===== src/rtl/pwm.sv =====
// rtl/pwm.sv - free-running PWM generator with registered output
// Define PWM_SHADOW_UPDATE_EN to update the compare value only at period boundaries.
module pwm #(
    parameter int WIDTH = 8
) (
    input  logic             clk,
    input  logic             rst,
    input  logic [WIDTH-1:0] duty_cycle,
    output logic             pwm_out
);

    localparam logic [WIDTH-1:0] CNT_MAX = '1;

    logic [WIDTH-1:0] cnt;
    logic [WIDTH-1:0] duty_act;

    always_ff @(posedge clk or negedge rst) begin
        if (!rst) begin
            cnt <= '0;
        end else begin
            cnt <= cnt + WIDTH'(1);
        end
    end

    // The shadow copy only moves on the last count, so every period runs on one duty value.
    always_ff @(posedge clk or negedge rst) begin
        if (!rst) begin
            duty_act <= '0;
        end else begin
`ifdef PWM_SHADOW_UPDATE_EN
            if (cnt == CNT_MAX) begin
                duty_act <= duty_cycle;
            end
`else
            duty_act <= duty_cycle;
`endif
        end
    end

    always_ff @(posedge clk or negedge rst) begin
        if (!rst) begin
            pwm_out <= 1'b0;
        end else begin
            pwm_out <= (cnt < duty_act);
        end
    end

endmodule


===== config.mk =====
export PLATFORM = sky130hd
export DESIGN_NAME = pwm
export DESIGN_NICKNAME = d
export VERILOG_FILES = /design/src/rtl/pwm.sv
export SDC_FILE = /design/constraint.sdc
export NUM_CORES = 1
export LEC_CHECK = 0
export ABC_CLOCK_PERIOD_IN_PS = 1290
export BUFFER_PORTS_ARGS = -buffer_cell sky130_fd_sc_hd__buf_2
export CORE_MARGIN = 4
export CORE_UTILIZATION = 52
export DETAILED_ROUTE_END_ITERATION = 6
export PLACE_DENSITY_LB_ADDON = 0.15
export SYNTH_ARGS = -nofsm -noshare
export SYNTH_HDL_FRONTEND = slang
export SYNTH_SLANG_ARGS = --single-unit

===== constraint.sdc =====
create_clock -name clk -period 1.29 [get_ports clk]
set_input_delay 0.1935 -clock clk [delete_from_list [all_inputs] [get_ports clk]]
set_output_delay 0.1935 -clock clk [all_outputs]
set_load 0.02 [all_outputs]

==> impl_metrics.json <==
{
  "status": "finished clean",
  "netlist_instances": 60,
  "drive_gt1_frac": 0.222,
  "yosysTopAreaCell": "dfrtp_1",
  "slowest_delay_ps": 440,
  "synth_cell_types": 15,
  "grt_usage": 0.147,
  "fin_ws_ps": 61.0,
  "vias": 480,
  "layout.cells.most_common": "dfrtp_1",
  "period_share": 0.953,
  "yosysSeqAreaShare": 0.591,
  "grt_antenna_before_repair": 0,
  "timing.rr.start": "cnt[4]$_DFF_PN0_",
  "post-place-ws_ps": 70.7,
  "cts-buffers-inserted": 3,
  "crit_required_ps": 1510,
  "rows": 13,
  "cts_resized": 0,
  "remaining_drc_errors": 0,
  "io_pins": 11,
  "cts_sinks": 17,
  "finalHoldViolations": 0,
  "cts_buffer_depth": 2,
  "globalRoute.totalOverflow": 0,
  "grt_pass1_wl_mm": 2.03,
  "cts_root_buf": "clkbuf_4",
  "fin_nets": 100,
  "worst-r2r-setup-slack_ps": 60,
  "fmax_mhz": 814,
  "cts.clk_slew.worst_paths_ps": 90,
  "grt_pass1_vias": 506,
  "leakage_nw": 0.464,
  "slew_violations": 0,
  "synth_area_um2": 719,
  "ys_top_cells_by_area": "dfrtp_1 (59%), ha_1 (14%), xor2_1 (4.9%)",
  "r2r-end": "pwm_out$_DFF_PN0_",
  "wl_per_cell_um": 12.3,
  "ys_warn_count": 0,
  "ir_drop_v": 0.000747,
  "gp_congestion": 0.743,
  "ant_nets": 0,
  "die_area_mm2": 0.00204,
  "cap_violations": 0,
  "path_class": "flip-flop to flip-flop",
  "rsz0062_at_grt": "no",
  "routed_via_density": 5.00,
  "powerDensity_mw_per_mm2": 1010,
  "critPathSlowestCell": "dfrtp_1",
  "syn_to_final_growth_pct": 22.3,
  "cts_tree": "done",
  "routed_wl_mm": 1.18,
  "cts-htree-levels": 1,
  "final.setup.tns_ps": 0,
  "synth_seq_cells": 17,
  "slew_headroom": 0.754,
  "hold_depth": 1,
  "crit_path_cell_trace": "ha_1 > a21oi_1 > o211ai_1 > a21oi_1",
  "timing.hold.ws_ps": 6.30,
  "mostFrequentLayoutCells": "dfrtp_1 (17), buf_2 (10), inv_1 (8), ha_1 (8), dlygate4sd3_1 (5)",
  "drt_iter0_drc": 5,
  "critPathArrivalTime_ps": 1450,
  "cp-end-kind": "flip-flop",
  "startpoint_type": "flip-flop",
  "hold_class": "input pin to flip-flop",
  "setup_viol": 0,
  "worst_pin_slew_ps": 369,
  "fin_worst_skew_ps": 1.95,
  "reg2regPathDepth": 4,
  "start_util": 0.553,
  "holdPathEnd": "duty_act[0]$_DFF_PN0_",
  "crit_fanout": 4,
  "n_fill_cell": 106,
  "grt_max_degree": 18,
  "clk_latency_ps": 290,
  "holdCritStartpoint": "duty_cycle[0]",
  "path_common_cell": "a21oi_1",
  "die_h_um": 45.2,
  "post-route-min-period_ps": 1230,
  "portBuffers": 10,
  "syn_avg_cell_area_um2": 12.0,
  "hpwl_um": 873,
  "fp.dieW_um": 45.2,
  "antenna_cells": 0,
  "coreArea_mm2": 0.00130,
  "syn-num-nets": 78,
  "synth_top_area_share": 0.591,
  "firstDrtPassIters": 2
}
[worst max path at each step]
| stage | startpoint | endpoint | slack, ps | depth (start not counted) |
|---|---|---|---|---|
| after floorplan | cnt[2]$_DFF_PN0_ | pwm_out$_DFF_PN0_ | 180 | 4 |
| after global placement | cnt[4]$_DFF_PN0_ | pwm_out$_DFF_PN0_ | 100 | 4 |
| after detailed placement | cnt[1]$_DFF_PN0_ | pwm_out$_DFF_PN0_ | 70 | 4 |
| after CTS | cnt[4]$_DFF_PN0_ | pwm_out$_DFF_PN0_ | 60 | 4 |
| after global routing | cnt[4]$_DFF_PN0_ | pwm_out$_DFF_PN0_ | 2 | 4 |
| final | cnt[4]$_DFF_PN0_ | pwm_out$_DFF_PN0_ | 60 | 4 |
[cells in the mapped netlist]
master     n
a21oi_1    4
dfrtp_1   17
ha_1       8
inv_1      8
nand2_1    4
nand2_2    1
nand3_1    4
nand3_2    1
nor2_1     3
nor2b_1    1
nor3_2     1
o211ai_1   1
o21ai_0    1
xnor2_1    2
xor2_1     4
[logic make-up after synthesis]
logic type / Yosys count / synth area share
AOI/OAI and AO/OA: 6 / 0.0452
xor gates and xnor gates: 6 / 0.0730
adders and majority gates: 8 / 0.139
buffers and inverters: 8 / 0.0417
DFF: 17 / 0.591
and+or+nand+nor: 15 / 0.110
[power breakdown]
group | total [mW] | internal, mW | switching, mW
logic | 0.0615 | 0.0310 | 0.0305
clock network | 0.280 | 0.120 | 0.160
registers | 0.550 | 0.547 | 0.00359
total | 0.892 | 0.698 | 0.194
[flip-flops by register name, summed over array words and instances, names as in the netlist]
name      count
cnt           8
duty_act      8
pwm_out       1
[worst max-delay path: cells and delay by family, from the launching register on]
family | cells | cell delay [ps]
adders and majority gates | 1 | 330
AOI/OAI and AO/OA | 3 | 380
DFF | 1 | 440
[what timing repair did]
action	4_1_cts	5_1_grt
buffers inserted	0	0
hold buffers	4	1
endpoints found under the hold margin	20	1
[area by class of cell]
| class | instances | area [um2] | area share |
|---|---|---|---|
| inverter | 8 | 30.0 | 0.0341 |
| multi-input combinational | 35 | 264 | 0.300 |
| sequential | 17 | 425 | 0.484 |
| timing repair buffer | 17 | 115 | 0.131 |
| clock buffer | 4 | 26.3 | 0.0299 |
| tap | 15 | 18.8 | 0.0213 |
[metal layers]
metal | track usage | up-vias | wire (um)
met3 | 0.0398 | 6 | 62
li1 | - | 239 | -
met2 | 0.237 | 14 | 538
met4 | 0.129 | 0 | 59
met5 | 0 | - | 0
met1 | 0.156 | 221 | 517
[per-stage QoR]
step	std cells	utilization	power [mW]	cell area, um2
after floorplan	60	-	0.582	719
after global placement	87	0.617	0.610	803
after detailed placement	87	0.617	0.612	803
after CTS	95	0.668	0.895	870
after global routing	96	0.676	0.920	880
final	96	0.676	0.892	880
No activity file was read; power rests on OpenSTA's default activity.
